## config.mk

```make
export PLATFORM = sky130hd
export DESIGN_NAME = decode_stage_reg
export DESIGN_NICKNAME = d
export VERILOG_FILES = /design/src/rtl/decode_pkg.sv /design/src/rtl/decode_hazard_unit.sv /design/src/rtl/decode_stage_reg.sv
export SDC_FILE = /design/constraint.sdc
export NUM_CORES = 1
export LEC_CHECK = 0
export ABC_AREA = 1
export CELL_PAD_IN_SITES_DETAIL_PLACEMENT = 0
export CELL_PAD_IN_SITES_GLOBAL_PLACEMENT = 1
export CORE_AREA = 4 4 160 162
export CTS_CLUSTER_SIZE = 24
export DETAILED_ROUTE_END_ITERATION = 12
export DIE_AREA = 0 0 164 166
export DONT_BUFFER_PORTS = 1
export PLACE_DENSITY_LB_ADDON = 0.25
export SYNTH_ARGS = -nofsm -noshare
export SYNTH_HDL_FRONTEND = slang
export SYNTH_SLANG_ARGS = --single-unit
```

## constraint.sdc

```tcl
create_clock -name i_clk -period 2.6 [get_ports i_clk]
set_input_delay 0.26 -clock i_clk [delete_from_list [all_inputs] [get_ports i_clk]]
set_output_delay 0.26 -clock i_clk [all_outputs]
set_load 0.02 [all_outputs]
```

## src/rtl/decode_pkg.sv

```systemverilog
// Shared types and constants for the ID/EX pipeline register.
// Holds the bubble instruction, control bundle layout and field positions.
package decode_pkg;

    localparam logic [31:0] NOP_INST = 32'h0000_0013;

    localparam int RD_LSB  = 7;
    localparam int RS1_LSB = 15;
    localparam int RS2_LSB = 20;

    localparam int BCNT_W = 3;
    localparam int CTRL_W_DEF = 16;

    typedef struct packed {
        logic [3:0] alu_op;
        logic       br_un;
        logic       asel;
        logic       bsel;
        logic       lsu_wren;
        logic [1:0] slt_sl;
        logic [1:0] wb_sel;
        logic       rd_wren;
        logic [2:0] ctrl;
    } decode_ctrl_t;

    function automatic logic [31:0] sat_inc(input logic [31:0] v);
        return (v == '1) ? v : v + 32'd1;
    endfunction

endpackage

```

## src/rtl/decode_hazard_unit.sv

```systemverilog
// Load-use hazard compare and bubble counter for the ID/EX register.
// Produces the upstream stall and the "load a bubble this cycle" strobe.
module decode_hazard_unit
    import decode_pkg::*;
#(
    parameter int REG_AW           = 5,
    parameter int LOAD_USE_BUBBLES = 1
) (
    input  logic              clk,
    input  logic              reset,
    input  logic              up_vld,
    input  logic              dn_vld,
    input  logic              held_load,
    input  logic [REG_AW-1:0] held_rd,
    input  logic [REG_AW-1:0] rs1,
    input  logic [REG_AW-1:0] rs2,
    input  logic              rs1_used,
    input  logic              rs2_used,
    input  logic              adv,
    input  logic              flush,
    output logic              stall,
    output logic              bubble
);

    logic [BCNT_W-1:0] bcnt;
    logic              hz;
    logic              busy;
    logic              rs1_hit;
    logic              rs2_hit;

    assign rs1_hit = rs1_used & (rs1 == held_rd);
    assign rs2_hit = rs2_used & (rs2 == held_rd);

    assign hz = up_vld & dn_vld & held_load
              & (held_rd != '0)
              & (rs1_hit | rs2_hit);

    assign busy  = (bcnt != '0);
    assign stall = hz | busy;

    // A bubble is any advance that does not carry a new instruction.
    assign bubble = adv & ~flush & ~(up_vld & ~stall);

    // Count down the extra bubbles owed after a load-use hit.
    always_ff @(posedge clk) begin
        if (reset) begin
            bcnt <= '0;
        end else if (flush) begin
            bcnt <= '0;
        end else if (adv & hz) begin
            bcnt <= BCNT_W'(LOAD_USE_BUBBLES - 1);
        end else if (adv & busy) begin
            bcnt <= bcnt - 1'b1;
        end
    end

endmodule

```

## src/rtl/decode_stage_reg.sv

```systemverilog
// ID/EX pipeline register with valid/ready, load-use bubbles and WB bypass.
// Optional perf counters are built when DECODE_STAGE_PERF_EN is defined.
module decode_stage_reg #(
    parameter int          XLEN             = 32,
    parameter int          CTRL_W           = 16,
    parameter int          REG_AW           = 5,
    parameter int          LOAD_USE_BUBBLES = 1,
    parameter logic [31:0] NOP_INST         = decode_pkg::NOP_INST
) (
    input  logic              i_clk,
    input  logic              i_reset,
    input  logic              i_up_vld,
    output logic              o_up_rdy,
    input  logic [XLEN-1:0]   i_pc,
    input  logic [31:0]       i_inst,
    input  logic [XLEN-1:0]   i_rs1_data,
    input  logic [XLEN-1:0]   i_rs2_data,
    input  logic [XLEN-1:0]   i_imm,
    input  logic [CTRL_W-1:0] i_ctrl,
    input  logic              i_rs1_used,
    input  logic              i_rs2_used,
    input  logic              i_is_load,
    input  logic [REG_AW-1:0] i_wb_rd_addr,
    input  logic [XLEN-1:0]   i_wb_rd_data,
    input  logic              i_wb_rd_wren,
    input  logic              i_flush,
    output logic              o_dn_vld,
    input  logic              i_dn_rdy,
    output logic [XLEN-1:0]   o_pc,
    output logic [XLEN-1:0]   o_rs1_data,
    output logic [XLEN-1:0]   o_rs2_data,
    output logic [XLEN-1:0]   o_imm,
    output logic [31:0]       o_inst,
    output logic [CTRL_W-1:0] o_ctrl,
    output logic              o_is_load,
    output logic [REG_AW-1:0] o_rs1_addr_hz,
    output logic [REG_AW-1:0] o_rs2_addr_hz
`ifdef DECODE_STAGE_PERF_EN
    ,
    output logic [31:0]       o_perf_stall_cyc,
    output logic [31:0]       o_perf_bubbles,
    output logic [31:0]       o_perf_flushes
`endif
);

    import decode_pkg::*;

    logic [REG_AW-1:0] rs1_addr;
    logic [REG_AW-1:0] rs2_addr;
    logic [REG_AW-1:0] held_rd;
    logic [REG_AW-1:0] held_rs1;
    logic [REG_AW-1:0] held_rs2;

    logic              adv;
    logic              stall;
    logic              bubble;
    logic              xfer;

    logic              wb_ok;
    logic              cap_hit1;
    logic              cap_hit2;
    logic              hold_hit1;
    logic              hold_hit2;
    logic [XLEN-1:0]   cap_rs1;
    logic [XLEN-1:0]   cap_rs2;

    assign rs1_addr = i_inst[RS1_LSB +: REG_AW];
    assign rs2_addr = i_inst[RS2_LSB +: REG_AW];
    assign held_rd  = o_inst[RD_LSB  +: REG_AW];
    assign held_rs1 = o_inst[RS1_LSB +: REG_AW];
    assign held_rs2 = o_inst[RS2_LSB +: REG_AW];

    assign o_rs1_addr_hz = rs1_addr;
    assign o_rs2_addr_hz = rs2_addr;

    assign adv      = ~o_dn_vld | i_dn_rdy;
    assign o_up_rdy = adv & ~stall & ~i_flush;
    assign xfer     = i_up_vld & o_up_rdy;

    // x0 is hardwired, so a write to it never forwards.
    assign wb_ok     = i_wb_rd_wren & (i_wb_rd_addr != '0);
    assign cap_hit1  = wb_ok & (i_wb_rd_addr == rs1_addr);
    assign cap_hit2  = wb_ok & (i_wb_rd_addr == rs2_addr);
    assign hold_hit1 = wb_ok & (i_wb_rd_addr == held_rs1);
    assign hold_hit2 = wb_ok & (i_wb_rd_addr == held_rs2);

    assign cap_rs1 = cap_hit1 ? i_wb_rd_data : i_rs1_data;
    assign cap_rs2 = cap_hit2 ? i_wb_rd_data : i_rs2_data;

    decode_hazard_unit #(
        .REG_AW           (REG_AW),
        .LOAD_USE_BUBBLES (LOAD_USE_BUBBLES)
    ) u_hazard (
        .clk       (i_clk),
        .reset     (i_reset),
        .up_vld    (i_up_vld),
        .dn_vld    (o_dn_vld),
        .held_load (o_is_load),
        .held_rd   (held_rd),
        .rs1       (rs1_addr),
        .rs2       (rs2_addr),
        .rs1_used  (i_rs1_used),
        .rs2_used  (i_rs2_used),
        .adv       (adv),
        .flush     (i_flush),
        .stall     (stall),
        .bubble    (bubble)
    );

    // Stage entry: flush > transfer > bubble > hold with WB refresh.
    always_ff @(posedge i_clk) begin
        if (i_reset) begin
            o_dn_vld   <= 1'b0;
            o_pc       <= '0;
            o_inst     <= NOP_INST;
            o_rs1_data <= '0;
            o_rs2_data <= '0;
            o_imm      <= '0;
            o_ctrl     <= '0;
            o_is_load  <= 1'b0;
        end else if (i_flush) begin
            o_dn_vld  <= 1'b0;
            o_inst    <= NOP_INST;
            o_ctrl    <= '0;
            o_is_load <= 1'b0;
        end else if (xfer) begin
            o_dn_vld   <= 1'b1;
            o_pc       <= i_pc;
            o_inst     <= i_inst;
            o_rs1_data <= cap_rs1;
            o_rs2_data <= cap_rs2;
            o_imm      <= i_imm;
            o_ctrl     <= i_ctrl;
            o_is_load  <= i_is_load;
        end else if (bubble) begin
            o_dn_vld  <= 1'b0;
            o_inst    <= NOP_INST;
            o_ctrl    <= '0;
            o_is_load <= 1'b0;
        end else if (o_dn_vld) begin
            if (hold_hit1) begin
                o_rs1_data <= i_wb_rd_data;
            end
            if (hold_hit2) begin
                o_rs2_data <= i_wb_rd_data;
            end
        end
    end

`ifdef DECODE_STAGE_PERF_EN
    // Saturating counters for upstream stalls, load-use bubbles, flushes.
    always_ff @(posedge i_clk) begin
        if (i_reset) begin
            o_perf_stall_cyc <= '0;
            o_perf_bubbles   <= '0;
            o_perf_flushes   <= '0;
        end else begin
            if (i_up_vld & ~o_up_rdy) begin
                o_perf_stall_cyc <= sat_inc(o_perf_stall_cyc);
            end
            if (bubble & stall) begin
                o_perf_bubbles <= sat_inc(o_perf_bubbles);
            end
            if (i_flush) begin
                o_perf_flushes <= sat_inc(o_perf_flushes);
            end
        end
    end
`endif

endmodule

```

* Word-level counts from Yosys, hierarchy flattened
Index checks and enable logic that the tools add are counted.
** Storage, ports and cells
- Bits in registers :: 181
- Input port bits :: 222
- Output and inout bits :: 189
- Logic and storage cells :: 72
** Operators by class
- Add/sub/neg operators :: 1
- Equal/unequal tests :: 7
- Multiplexer cells :: 17
- Bitwise gates (word level) :: 26
- Reductions and logical operators :: 12
** Operators with widths (number)
- $mux W32 :: 12
- $mux W16 :: 2
- $eq A5 B5 Y1 :: 6
- $and A1 B1 Y1 :: 19
- $reduce_bool A5 Y1 :: 2
- $reduce_and A4 Y1 :: 2
- $reduce_bool A2 Y1 :: 4
- $not A1 Y1 :: 4
- $mux W1 :: 3
- $or A1 B1 Y1 :: 3
- $reduce_bool A3 Y1 :: 1
- $reduce_or A3 Y1 :: 1
- $sub A3 B1 Y3 const B :: 1
- $ne A2 B1 Y1 const B :: 1
- $reduce_and A2 Y1 :: 1
- $reduce_or A2 Y1 :: 1

* Longest topological paths before layout
Gate-level depths: netlist of run 1.
- Depth after elaboration :: 11
- Mapped depth :: 15
- Mapped depth without buffers :: 13

* By module
Synthesis of run 1 repeated with hierarchy kept, for this count alone.
** Unflattened totals
- Cell total of the unflattened synthesis :: 1322
- Area total of the unflattened synthesis :: 8535.7 sq um
** By module, submodules not included
- decode_stage_reg :: instances 1, cells each 1233, area an instance 8096.5 sq um
- decode_hazard_unit :: instances 1, cells each 89, area an instance 439.2 sq um

* Worst setup path after synthesis of run 1
Ideal clock, no wire load.
- Path type :: register -> output
- Start :: register o_dn_vld
- End :: output o_up_rdy
- Data arrival time :: 1.594 ns
- Data required time :: 2.340 ns
- Setup slack :: 0.746 ns
- Cell stages (with the launch flop) :: 8
- Path buffers :: 2
- Path through :: dfxtp_1 inv_2 nor2_1 nor2_1 inv_2 clkbuf_1 buf_1 nor2_1
** On the way
- Cells in the longest elaborated chain, start to end :: 8
- Elaborated cells on any way between the ends :: 10
- Those cells by class :: bitwise (10)
** Ends and longest elaborated chain
- start, declared :: line decode_stage_reg.sv:27 : output logic o_dn_vld,
- start signal, assigned :: line decode_stage_reg.sv:113 : o_dn_vld <= 1'b0;
- start signal, assigned :: line decode_stage_reg.sv:122 : o_dn_vld <= 1'b0;
- start signal, assigned :: line decode_stage_reg.sv:127 : o_dn_vld <= 1'b1;
- $and A1 B1 Y1 (2 in a row) :: line decode_hazard_unit.sv:34 : assign hz = up_vld & dn_vld & held_load
- $and A1 B1 Y1 :: line decode_hazard_unit.sv:35 : & (held_rd != '0)
- $and A1 B1 Y1 :: line decode_hazard_unit.sv:36 : & (rs1_hit | rs2_hit);
- $or A1 B1 Y1 :: line decode_hazard_unit.sv:39 : assign stall = hz | busy;
- $not A1 Y1 :: line decode_stage_reg.sv:77 : assign o_up_rdy = adv & ~stall & ~i_flush;
- $and A1 B1 Y1 * (2 in a row) :: line decode_stage_reg.sv:77
- end, declared :: line decode_stage_reg.sv:13 : output logic o_up_rdy,
Mark *: on every way between the ends. The rest lies on a longest branch, timed or not.

* Worst setup path after layout of run 1
- Start :: register o_inst[11]
- End :: register o_pc[12]
** On the way
- Cells in the longest elaborated chain, start to end :: 10
- Elaborated cells on any way between the ends :: 14
- Those cells by class :: eq/ne (2); bitwise (10); reduce/logical (2)
** Ends and longest elaborated chain
- start, declared :: line decode_stage_reg.sv:33 : output logic [31:0] o_inst,
- start signal, assigned :: line decode_stage_reg.sv:129 : o_inst <= i_inst;
- $eq A5 B5 Y1, on equally long branches :: line decode_hazard_unit.sv:31, decode_hazard_unit.sv:32
- $and A1 B1 Y1, on equally long branches :: line decode_hazard_unit.sv:31, decode_hazard_unit.sv:32
- $or A1 B1 Y1 :: line decode_hazard_unit.sv:36
- $and A1 B1 Y1 * :: line decode_hazard_unit.sv:36
- $or A1 B1 Y1 * :: line decode_hazard_unit.sv:39
- $not A1 Y1 * :: line decode_stage_reg.sv:77
- $and A1 B1 Y1 * (2 in a row) :: line decode_stage_reg.sv:77
- $and A1 B1 Y1 * :: line decode_stage_reg.sv:78 : assign xfer = i_up_vld & o_up_rdy;
- $reduce_and A2 Y1 (no line) *
- end signal, assigned :: line decode_stage_reg.sv:128 : o_pc <= i_pc;
- end, declared :: line decode_stage_reg.sv:29 : output logic [XLEN-1:0] o_pc,
Marks and branches as above.
A chain may end at the register's enable or synchronous reset.

==> results of run 1 <==
[cells in the mapped netlist (all sizes together)]
cell,n,area (um2)
o21ai,1,5.00
xor2,11,96.3
o22ai,4,25.0
dfxtp,181,3620
ha,2,25.0
nand3,69,345
xnor2,9,78.8
nor3,5,35.0
nand2,592,2230
nor2,67,278
or2,3,18.8
clkbuf,34,128
a22oi,46,345
nand4,5,37.5
a21oi,132,661
buf,65,392
inv,27,101
[power groups by stage]
| stage | Sequential (mW) | Clock, mW | Combinational (mW) |
|---|---|---|---|
| 2_1_floorplan | 3.07 | 0 | 0.492 |
| 3_3_place_gp | 3.10 | 0 | 0.567 |
| 3_5_place_dp | 3.10 | 0 | 0.567 |
| 4_1_cts | 3.04 | 2.80 | 0.747 |
| 5_1_grt | 3.05 | 2.92 | 0.840 |
| 6_report | 3.04 | 2.71 | 0.748 |
[flip-flops by register name, summed over array words and instances, names as in the netlist]
register	flops
o_ctrl	16
o_inst	32
o_is_load	1
o_rs2_data	32
o_rs1_data	32
o_dn_vld	1
o_imm	32
o_pc	32
u_hazard.bcnt	3
[worst max path at each step]
stage,from,to,depth (start not counted)
final,o_inst[11]$_SDFFE_PP0P_,o_pc[12]$_SDFFE_PP0P_,11
after CTS,o_dn_vld$_SDFFE_PP0P_,o_rs1_data[8]$_SDFFE_PP0P_,12
after detailed placement,o_dn_vld$_SDFFE_PP0P_,o_rs1_data[8]$_SDFFE_PP0P_,12
after global routing,o_inst[8]$_SDFFE_PP0P_,o_imm[31]$_SDFFE_PP0P_,11
after global placement,o_inst[7]$_SDFFE_PP0P_,o_rs1_data[2]$_SDFFE_PP0P_,13
after floorplan,o_dn_vld$_SDFFE_PP0P_,o_up_rdy,7
[cells by family after synthesis]
kind of cell	share of synthesized area, %
compound gates	12.3
xor+xnor	2.08
fa+ha+maj	0.297
buf+inv	7.36
flops	43.0
simple gates	35.0
[routing by layer]
| metal | GRT usage (%) | vias up | part of all wire (%) |
|---|---|---|---|
| li1 | - | 4101 | - |
| met1 | 27.2 | 3857 | 40 |
| met2 | 39.0 | 360 | 49 |
| met3 | 6.70 | 39 | 8.9 |
| met4 | 6.53 | 0 | 2.0 |
| met5 | 0 | - | 0 |
[cell usage in the layout (no fill, tap or decap), types with 6 or more instances in the layout]
| master | netlist | final |
|---|---|---|
| buf_4 | 17 | 19 |
| a22oi_1 | 46 | 46 |
| nand3_1 | 69 | 69 |
| nor2_1 | 64 | 64 |
| xnor2_1 | 9 | 9 |
| inv_1 | 21 | 21 |
| clkbuf_16 | 0 | 17 |
| a21oi_1 | 132 | 132 |
| xor2_1 | 11 | 11 |
| dfxtp_1 | 181 | 181 |
| clkinv_8 | 0 | 6 |
| nand2_1 | 588 | 588 |
| dlygate4sd3_1 | 0 | 109 |
[through the flow]
step,power (mW),hold slack [ns],std cells
4_1_cts,6.58,0.00211,1643
3_5_place_dp,3.67,0.340,1501
5_1_grt,6.81,0.00435,1643
3_3_place_gp,3.67,0.341,1501
2_1_floorplan,3.56,0.391,1253
6_report,6.50,0.0193,1643
[critical path, cell delays in order (launching register included)]
cell	delay [ns]
dfxtp_1	0.53
inv_1	0.13
nand2_1	0.08
nand2_1	0.05
nor2_1	0.12
nand3_1	0.08
nand2_1	0.11
nand2_2	0.10
nand4_4	0.12
buf_4	0.57
nand2_1	0.12
a21oi_1	0.18
[final cells by class]
cell class / count / area, um2 / share of cell area [%]
inverters: 27 / 104 / 1.01
repair buffers: 133 / 1340 / 13.0
flip-flops and latches: 181 / 3620 / 35.2
clock inverters: 15 / 198 / 1.92
well taps: 324 / 405 / 3.94
clock buffers: 17 / 425 / 4.13
multi-input cells: 946 / 4200 / 40.8
==> flow_metrics.tcl, run 1 <==
set metrics [dict create \
    outcome "completed" \
    clockRootBuffer "clkbuf_16" \
    grt_max_degree 129 \
    tns_ns 0 \
    min_path_cells 2 \
    crit_arrival_ns 2.64 \
    skew_ns 0.0205 \
    setup_violations 0 \
    start_util_pct 35.0 \
    drt-total-wl_mm 32.0 \
    fin_crit_sh_pct 87.9 \
    start_kind "flip-flop" \
    first_global_vias 8174 \
    via_count 8357 \
    end_kind "flip-flop" \
    drc 0 \
    ant_nets 0 \
    powerDensity_mw_per_mm2 631 \
    r2r_end "o_pc[12]$_SDFFE_PP0P_" \
    avgSynthCellArea_um2 6.73 \
    vdd_drop_max_mv 0.360 \
    rsz0062_at_grt "no" \
    cts_sinks 181 \
    r2r_slack_ns 0.32 \
    cts_buffers 17 \
    ios 411 \
    p_comb_share_pct 11.5 \
    ys_types 27 \
    syn_to_final_growth_pct 22.2 \
    cts_setup_buffers 0 \
    hold_viol_final 0 \
    leakage_nw 4.25 \
    final_util_pct 42.7 \
    path_class "reg2reg" \
    cp_max_fo 67 \
    p_int_mw 4.49 \
    netlist_area_mm2 0.00843 \
    grt_pass1_wl_mm 48.5 \
    die_h_um 166 \
    ctsHtreeMaxLevel 4 \
    reg2reg_from "o_inst[11]$_SDFFE_PP0P_" \
    hpwl_mm 21.4 \
    clkLatencyLatePin_ns 0.43 \
    hp-start "i_reset" \
    cp.required_ns 2.95 \
    r2r_cells 11 \
    slew_viol_final 0 \
    fillers 2567 \
    antenna_found_initial 0 \
    tritoncts "yes" \
    holdPathEnd "o_inst[0]$_SDFFE_PP1P_" \
    drv_cap 0 \
    syn-num-nets 1477 \
    cts_resized 0 \
    worst_pin_slew_ns 0.691 \
    sequentialPowerShare_pct 46.7 \
    layout_setup_ws_ns 0.315 \
    coreArea_mm2 0.0241 \
    fin_nets 1530 \
    power.share.clock_pct 41.7 \
    portBuffers 0 \
    die_x_um 164 \
    place_congestion 0.854 \
    insertedDiodeCount 0 \
    layout-drive-gt1-share_pct 5.69 \
    ys_warn_count 0 \
    swShare_pct 30.9 \
    gr-total-overflow 0 \
    drtIter0Drc 652 \
    yosysSeqAreaShare_pct 43.0 \
    cts_buffer_depth 2 \
    fin_crit_ns 2.28 \
    design_area_mm2 0.0103 \
    ys_ff_latch 181 \
    path_clk_slew_ns 0.09 \
    ctsHoldBuffers 110 \
    viasPerCell 5.09 \
    hp-class "in2reg" \
    die-area_mm2 0.0272 \
    grtUsageTotal_pct 22.6 \
    drt_pre_antenna_iters 5 \
    place_area_mm2 0.00856 \
    wl_per_cell_um 19.5 \
    num_rows 57 \
    p_sw_mw 2.01 \
    dp_slack_ns 0.339 \
    slew_headroom_pct 53.9 \
    max_clock_freq_mhz 438 \
    synthCells 1253 \
]
Power figures use the tool's default switching activity.
==> run 2: changes to the inputs <==
==> constraint.sdc (replaced) <==
create_clock -name i_clk -period 2.6 [get_ports i_clk]
set_input_delay 0.52 -clock i_clk [delete_from_list [all_inputs] [get_ports i_clk]]
set_output_delay 0.52 -clock i_clk [all_outputs]
set_load 0.02 [all_outputs]
==> run 2 against run 1 <==
Effect of this change:
- critical path depth shrank 1
- first-iteration DRC count shrank 17%
- count of clock-buffer cells in the layout grew 1
- highest routed layer unchanged
==> flow_metrics.tcl, run 2 (synthesis results as in run 1) <==
set metrics [dict create \
    outcome "completed" \
    fin_crit_sh_pct 93.2 \
    tns_ns 0 \
    drtIter0Drc 541 \
    place_congestion 0.822 \
    drc 0 \
    layout-drive-gt1-share_pct 6.04 \
    dp_slack_ns 0.328 \
    setup_violations 0 \
    cp_top_family "simple AND/OR/NAND/NOR gates" \
    drt_pre_antenna_iters 5 \
    skew_ns 0.0148 \
    grtUsageTotal_pct 21.3 \
    coreArea_mm2 0.0241 \
    end_kind "output port" \
    hp-class "in2reg" \
    layout_common_cells "nand2_1, dfxtp_1, a21oi_1" \
    crit_buf_inv 2 \
    fin_nets 1419 \
    ant_nets 0 \
    die-area_mm2 0.0272 \
    hpwl_mm 21.3 \
    cp_num_cells 10 \
    crit_arrival_ns 1.90 \
    clkLatencyLatePin_ns 0.43 \
    die_h_um 166 \
    drt-total-wl_mm 30.0 \
    fin_crit_ns 2.42 \
    cp_max_fo 6 \
    ctsHtreeMaxLevel 4 \
    via_count 7770 \
    cts_buffers 17 \
    gr-total-overflow 0 \
    syn_to_final_growth_pct 8.63 \
    antenna_found_initial 1 \
    cp.required_ns 2.08 \
    grt_max_degree 130 \
    slowest_delay_ns 0.58 \
    die_x_um 164 \
    design_area_mm2 0.00915 \
    grt_pass1_wl_mm 45.5 \
    slew_headroom_pct 52.5 \
    num_rows 57 \
    p_total_mw 6.28 \
    ios 411 \
    vdd_drop_max_mv 0.307 \
    hold_viol_final 0 \
    first_global_vias 7394 \
    final_common_cell "nand2_1" \
    portBuffers 0 \
    powerDensity_mw_per_mm2 686 \
    path_common_cell "nand2_1" \
    ctsHoldBuffers 0 \
    slew_viol_final 0 \
    cts_resized 0 \
    r2r_cells 11 \
    path_class "reg2out" \
    cts_buffer_depth 2 \
    worst_pin_slew_ns 0.712 \
    cpMaxStageDelayCell "dfxtp_1" \
    viasPerCell 5.07 \
    final_util_pct 38.0 \
    cts_sinks 181 \
    tritoncts "yes" \
    wl_per_cell_um 19.5 \
    start_kind "flip-flop" \
    drv_cap 0 \
    place_area_mm2 0.00854 \
    rsz0062_at_grt "no" \
    start_util_pct 35.0 \
    fillers 2716 \
    crit_chain "inv_1, nand2_1, nand2_1, nor2_1, nand3_1, nand2_1, nand2_2, nand2_1, nor2_1, buf_4" \
    cts_setup_buffers 0 \
    path_clk_slew_ns 0.08 \
    min_path_cells 1 \
    layout_setup_ws_ns 0.178 \
    max_clock_freq_mhz 413 \
    leakage_nw 3.78 \
    clockRootBuffer "clkbuf_16" \
]
==> run 2: cell types whose count changed in the layout (fill, tap and decap cells not counted) <==
cell,before,now
clkinv_8,6,3
buf_12,4,3
dlygate4sd3_1,109,0
buf_16,1,0
diode_2,0,2
clkbuf_8,0,1
inv_8,3,4
clkinvlp_4,1,0
clkinv_4,0,2
==> run 2: cell type report <==
| class | count | area [um2] | share of cell area (%) |
|---|---|---|---|
| Sequential cell | 181 | 3620 | 39.6 |
| Multi-Input combinational cell | 946 | 4200 | 45.9 |
| Clock buffer | 18 | 439 | 4.80 |
| Inverter | 27 | 104 | 1.13 |
| Tap cell | 324 | 405 | 4.43 |
| Antenna cell | 2 | 5.00 | 0.0547 |
| Clock inverter | 14 | 170 | 1.86 |
| Timing Repair Buffer | 22 | 203 | 2.21 |
==> run 2: path summary, 6_finish.rpt <==
kind / start / endpoint / slack [ns]
max: o_inst[8]$_SDFFE_PP0P_ / o_up_rdy / 0.18
min: i_reset / o_imm[12]$_SDFFE_PP0P_ / 0.15
max reg2reg: o_inst[8]$_SDFFE_PP0P_ / o_pc[19]$_SDFFE_PP0P_ / 0.29
min reg2reg: u_hazard.bcnt[1]$_SDFFE_PP0P_ / u_hazard.bcnt[1]$_SDFFE_PP0P_ / 0.46
==> run 2: per-stage QoR <==
| stage | cells | hold WS (ns) |
|---|---|---|
| 2_1_floorplan | 1253 | 0.441 |
| 3_3_place_gp | 1500 | 0.453 |
| 3_5_place_dp | 1500 | 0.453 |
| 4_1_cts | 1532 | 0.128 |
| 5_1_grt | 1533 | 0.117 |
| 6_report | 1534 | 0.153 |
==> run 2: routing by layer <==
metal / up-vias / GRT usage [%] / wire [um]
li1: 3875 / - / -
met1: 3560 / 25.4 / 11800
met2: 307 / 36.0 / 14800
met3: 28 / 7.67 / 2900
met4: 0 / 5.69 / 553
met5: - / 0 / 0
==> run 2: power breakdown <==
group          leakage [nW]  total, mW  internal (mW)  switching (mW)
Sequential             1.47       3.04           2.86           0.178
Clock                 0.298       2.69           1.34            1.35
Combinational          2.01      0.553          0.185           0.368
Total                  3.78       6.28           4.38            1.89
